===== src/rtl/promedio_sched_if.sv =====
// Scheduler <-> shared 4-sample averager link.
// The scheduler drives en/sum_en/in; the averager returns out/sum_ready.
interface promedio_sched_if #(
  parameter int N = 8
);
  logic         avg_en;
  logic         avg_sum_en;
  logic [15:0]  avg_in;
  logic [N-1:0] avg_out;
  logic         avg_sum_ready;

  modport master (output avg_en, avg_sum_en, avg_in, input avg_out, avg_sum_ready);
  modport slave  (input avg_en, avg_sum_en, avg_in, output avg_out, avg_sum_ready);
endinterface


===== src/rtl/promedio_sched.sv =====
// Round-robin scheduler sharing one 4-sample averager among CH channels.
// Grants a requester, streams its sample, captures the average and tags it with the channel.
module promedio_sched #(
  parameter int CH      = 4,
  parameter int N       = 8,
  parameter int TIMEOUT = 15,
  localparam int CW     = $clog2(CH),
  localparam int TW     = $clog2(TIMEOUT + 1)
) (
  input  logic                 clk,
  input  logic                 reset,
  input  logic                 start,
  input  logic [CH-1:0]        req,
  input  logic [16*CH-1:0]     sample_in,
  promedio_sched_if.master     avg,
  output logic [CH-1:0]        grant,
  output logic [N-1:0]         res_data,
  output logic [CW-1:0]        res_ch,
  output logic                 res_valid,
  output logic                 busy,
  output logic                 timeout_err
);

  typedef enum logic [1:0] {IDLE, RUN, CAPT} state_t;

  state_t              state, nxt;
  logic [CW-1:0]       sel, ptr, pick;
  logic [TW-1:0]       tcnt;
  logic                tmo;
  logic [CH-1:0][15:0] samp;

  assign samp = sample_in;

  // Scan from ptr down to ptr+1 so the nearest requester after ptr wins last.
  always_comb begin : arb
    int c;
    pick = ptr;
    for (int i = CH; i >= 1; i--) begin
      c = int'(ptr) + i;
      if (c >= CH) c = c - CH;
      if (req[CW'(c)]) pick = CW'(c);
    end
  end

  assign tmo = (state == RUN) && start && !avg.avg_sum_ready && (tcnt == TW'(TIMEOUT - 1));

  always_ff @(posedge clk or negedge reset) begin
    if (!reset) state <= IDLE;
    else        state <= nxt;
  end

  always_comb begin
    nxt = state;
    case (state)
      IDLE: if (start && |req) nxt = RUN;
      RUN: begin
        if (!start)                  nxt = IDLE;
        else if (avg.avg_sum_ready)  nxt = CAPT;
        else if (tmo)                nxt = IDLE;
      end
      CAPT:    nxt = IDLE;
      default: nxt = IDLE;
    endcase
  end

  assign avg.avg_en     = (state == RUN);
  assign avg.avg_sum_en = (state == RUN);
  assign avg.avg_in     = (state == RUN) ? samp[sel] : 16'd0;
  assign grant          = (state == RUN || state == CAPT) ? (CH'(1) << sel) : '0;
  assign busy           = (state != IDLE);

  always_ff @(posedge clk or negedge reset) begin
    if (!reset) begin
      sel         <= '0;
      ptr         <= CW'(CH - 1);
      tcnt        <= '0;
      res_data    <= '0;
      res_ch      <= '0;
      res_valid   <= 1'b0;
      timeout_err <= 1'b0;
    end else begin
      res_valid <= 1'b0;
      case (state)
        IDLE: if (nxt == RUN) begin
          sel  <= pick;
          ptr  <= pick;
          tcnt <= '0;
        end
        RUN: begin
          tcnt <= tcnt + 1'b1;
          if (tmo) timeout_err <= 1'b1;
        end
        CAPT: begin
          res_data  <= avg.avg_out;
          res_ch    <= sel;
          res_valid <= 1'b1;
        end
        default: ;
      endcase
    end
  end

endmodule


===== src/flat_wrapper.sv =====
// flat-port wrapper written by rule: the top's interface ports become plain ports
module promedio_sched_flat 
#(
  parameter int CH      = 4,
  parameter int N       = 8,
  parameter int TIMEOUT = 15,
  localparam int CW     = $clog2(CH),
  localparam int TW     = $clog2(TIMEOUT + 1)
)
  (clk, reset, start, req, sample_in, grant, res_data, res_ch, res_valid, busy, timeout_err, avg_avg_en, avg_avg_sum_en, avg_avg_in, avg_avg_out, avg_avg_sum_ready);
  promedio_sched_if #(.N(N)) avg_i ();
  input  logic clk;
  input  logic reset;
  input  logic start;
  input  logic [CH-1:0] req;
  input  logic [16*CH-1:0] sample_in;
  output logic [CH-1:0] grant;
  output logic [N-1:0] res_data;
  output logic [CW-1:0] res_ch;
  output logic res_valid;
  output logic busy;
  output logic timeout_err;
  output wire logic [$bits(avg_i.avg_en)-1:0] avg_avg_en;
  output wire logic [$bits(avg_i.avg_sum_en)-1:0] avg_avg_sum_en;
  output wire logic [$bits(avg_i.avg_in)-1:0] avg_avg_in;
  input wire logic [$bits(avg_i.avg_out)-1:0] avg_avg_out;
  input wire logic [$bits(avg_i.avg_sum_ready)-1:0] avg_avg_sum_ready;
  assign avg_avg_en = avg_i.avg_en;
  assign avg_avg_sum_en = avg_i.avg_sum_en;
  assign avg_avg_in = avg_i.avg_in;
  assign avg_i.avg_out = avg_avg_out;
  assign avg_i.avg_sum_ready = avg_avg_sum_ready;
  promedio_sched #(.CH(CH), .N(N), .TIMEOUT(TIMEOUT)) u_core (.clk(clk), .reset(reset), .start(start), .req(req), .sample_in(sample_in), .avg(avg_i), .grant(grant), .res_data(res_data), .res_ch(res_ch), .res_valid(res_valid), .busy(busy), .timeout_err(timeout_err));
endmodule

===== config.mk =====
export PLATFORM = sky130hd
export DESIGN_NAME = promedio_sched_flat
export DESIGN_NICKNAME = d
export VERILOG_FILES = /design/src/rtl/promedio_sched_if.sv /design/src/rtl/promedio_sched.sv /design/src/flat_wrapper.sv
export SDC_FILE = /design/constraint.sdc
export NUM_CORES = 1
export LEC_CHECK = 0
export BUFFER_PORTS_ARGS = -buffer_cell sky130_fd_sc_hd__buf_4
export CAP_MARGIN = 10
export CORE_MARGIN = 4
export CORE_UTILIZATION = 35
export CTS_CLUSTER_SIZE = 12
export DETAILED_ROUTE_END_ITERATION = 7
export PLACE_DENSITY = 0.74
export SETUP_SLACK_MARGIN = 0.05
export SYNTH_ARGS = -nofsm -noshare
export SYNTH_HDL_FRONTEND = slang
export SYNTH_SLANG_ARGS = --single-unit

===== constraint.sdc =====
create_clock -name clk -period 2 [get_ports clk]
set_input_delay 0.3 -clock clk [delete_from_list [all_inputs] [get_ports clk]]
set_output_delay 0.3 -clock clk [all_outputs]
set_load 0.01 [all_outputs]

==> results.py <==
metrics = {
    "power_and_ir_drop": {
        "combPwrFrac_pct": 67.0,
        "ir_drop_mv": 0.798,
        "seqPwrFrac_pct": 22.5,
        "internal_power_mw": 2.54,
        "p_total_mw": 3.94,
        "power_frac_clock_pct": 10.5,
        "p_sw_mw": 1.40,
        "swShare_pct": 35.6,
        "power_leakage_nw": 1.35,
        "p_per_area_mw_per_mm2": 1400,
    },
    "hold_path": {
        "hp-class": "in -> reg",
        "min_from": "avg_avg_out[1]",
    },
    "floorplanning": {
        "core-area_mm2": 0.00444,
        "ios": 115,
        "num_rows": 24,
        "fp.dieH_um": 76.4,
        "initial_core_util_pct": 36.9,
        "fp.dieW_um": 76.4,
        "dieArea_mm2": 0.00584,
    },
    "clock_network": {
        "numCtsBuffers": 3,
        "clkLatencyLatePin_ns": 0.26,
        "clk_pin_slew_worst_paths_ns": 0.08,
        "root_buffer": "clkbuf_8",
        "cts_tree": "built",
        "htree_num_levels": 1,
        "clockBufferDepth": 2,
        "clock_sinks": 22,
    },
    "place": {
        "dpl_cell_area_mm2": 0.00258,
        "port_buffers": 114,
        "hpwl_um": 4260,
        "gp_congestion": 0.864,
    },
    "yosys": {
        "synth_edf_count": 0,
        "ys_seq_elements": 22,
        "syn-instance-count": 140,
        "netlist_area_mm2": 0.00164,
        "yosysSeqAreaShare_pct": 33.8,
        "synth_ff_type": "dfrtp_1",
        "ys_types": 34,
        "async_reset_ff_share_pct": 100,
        "synth_largest_area_cell": "dfrtp_1",
        "ys.warnings.count": 0,
        "avgSynthCellArea_um2": 11.7,
        "synthDominantCellAreaShare_pct": 30.6,
        "syn_nets": 225,
        "synth_area_leaders": "dfrtp_1, mux4_2, mux2_2, and2_1, ha_1",
    },
    "drt": {
        "postRouteWirelength_um": 5370,
        "first_pass_iters": 4,
        "routed_via_density": 5.22,
        "vias": 1624,
        "drc": 0,
        "wl_per_cell_um": 17.3,
        "initialDrtViolationCount": 83,
        "ant_nets": 0,
    },
    "critical_path": {
        "cp.required_ns": 1.70,
        "crit_path_max_fanout": 7,
        "worstPathArrival_ns": 1.66,
        "cp-end-kind": "primary output",
        "critPathKind": "reg -> out",
        "r2r-start": "u_core.tcnt[0]$_DFFE_PN0P_",
        "startpoint": "u_core.sel[0]$_DFFE_PN0P_",
        "crit_path_start_kind": "flop",
    },
    "layout": {
        "drive_gt1_share_pct": 69.1,
        "fin_area_mm2": 0.00281,
        "diodes": 0,
        "fillCellCount": 365,
        "fin_nets": 345,
        "area_growth_pct": 71.3,
    },
    "timing": {
        "slew_headroom_pct": 67.5,
        "tightestPinTransition_ns": 0.487,
        "max_freq_mhz": 511,
        "hold_viol_final": 0,
        "min_period_ns": 1.96,
        "drv_slew": 0,
        "skew_ns": 0.00516,
        "setup_viol": 0,
        "rsz0062_at_grt": "yes",
        "period_share_pct": 97.8,
    },
    "global_route": {
        "grt_use_met2_pct": 31.7,
        "grt_busiest_layer": "met2",
        "grt_usage_pct": 18.4,
        "gr-total-overflow": 0,
        "grtUsageMet1_pct": 21.9,
        "grt_pass1_vias": 1673,
        "grt_util_met3_pct": 5.44,
        "grt_first_pass_wirelength_um": 8640,
        "antenna_found_initial": 0,
        "grt_max_degree": 23,
    },
    "outcome": {
        "status": "finished clean",
    },
    "job": {
        "maxCapViolations": 0,
    },
}
==> layout make-up <==
cell class | instances | area, um^2 | share of cell area, %
multi-input cells | 99 | 1050 | 37.5
repair buffers | 124 | 1020 | 36.5
flip-flops and latches | 22 | 556 | 19.8
well taps | 52 | 65.1 | 2.32
clock buffers | 3 | 41.3 | 1.47
inverters | 10 | 37.5 | 1.34
clock inverters | 1 | 30.0 | 1.07
==> path summary, 6_finish.rpt <==
path	to	slack (ns)	cells after the start
max reg2reg	u_core.tcnt[3]$_DFFE_PN0P_	0.20	6
min	u_core.res_data[1]$_DFFE_PN0P_	0.26	2
min in group asynchronous	u_core.sel[1]$_DFFE_PN0P_	0.45	2
max	avg_avg_in[4]	0.04	4
max in group asynchronous	u_core.ptr[0]$_DFFE_PN1P_	1.27	2
min reg2reg	u_core.timeout_err$_DFFE_PN0P_	0.47	1
==> sequential cells by signal, summed over array words and instances (netlist names) <==
name	count
u_core.timeout_err	1
u_core.res_data	8
u_core.sel	2
u_core.tcnt	4
u_core.res_ch	2
u_core.res_valid	1
u_core.ptr	2
u_core.state	2
==> stage by stage <==
step	utilization (%)	hold slack [ns]	TNS (ns)	setup slack, ns	std cells
global placement	58.1	0.210	0	0.177	304
global route	63.1	0.257	-0.0121	-0.0121	311
CTS	62.3	0.254	0	0.0287	311
floorplan	-	0.00441	0	0.193	140
detailed placement	58.1	0.212	0	0.146	304
finish	63.1	0.261	0	0.0440	311
==> kinds of logic after synthesis <==
kind of cell,share of synthesized area [%]
AOI/OAI and AO/OA,12.9
adders and majority gates,3.82
buffers and inverters,4.74
DFF,33.8
muxes,32.5
and+or+nand+nor,12.2
==> worst max-delay path, cell delays in order, from the launching register on <==
cell and delay, ns:
dfrtp_2 0.43, clkbuf_16 0.18, mux4_2 0.51, and2_4 0.16, buf_6 0.11
==> metal layers <==
metal	share of wire, %	vias to the layer above
met4	3.0	0
met1	39	779
li1	-	766
met2	51	63
met3	6.1	16
met5	0	-
==> synthesized netlist by cell type, drive strengths merged, types with 4 or more instances <==
library cell / instances
mux4: 16
a31oi: 4
dfrtp: 20
clkbuf: 5
a21oi: 6
nor2: 6
buf: 4
nand2: 5
and2: 16
ha: 5
mux2: 12
inv: 10
==> power groups by stage <==
stage / registers [mW] / logic [mW] / clock network [mW]
global placement: 0.873 / 2.29 / 0
CTS: 0.888 / 2.56 / 0.429
finish: 0.886 / 2.64 / 0.415
detailed placement: 0.874 / 2.33 / 0
global route: 0.925 / 2.84 / 0.447
floorplan: 0.832 / 1.41 / 0
==> cell usage in the layout (no fill, tap or decap), types with 4 or more instances in the layout <==
cell type,count
buf_6,16
mux2_2,10
mux4_2,16
dfrtp_1,18
nor2_1,6
inv_1,10
buf_4,105
and2_4,15
a21oi_1,6
ha_1,4
a31oi_1,4
nand2_1,5
==> timing repair <==
action,in CTS,in global routing
endpoints found under the hold margin,20,0
pin swaps,15,1
hold buffers,1,0
resized for setup,23,14
setup buffers,1,0
gates cloned,1,0
endpoints found under the setup margin,16,20
(Power assumes the default switching activity.)
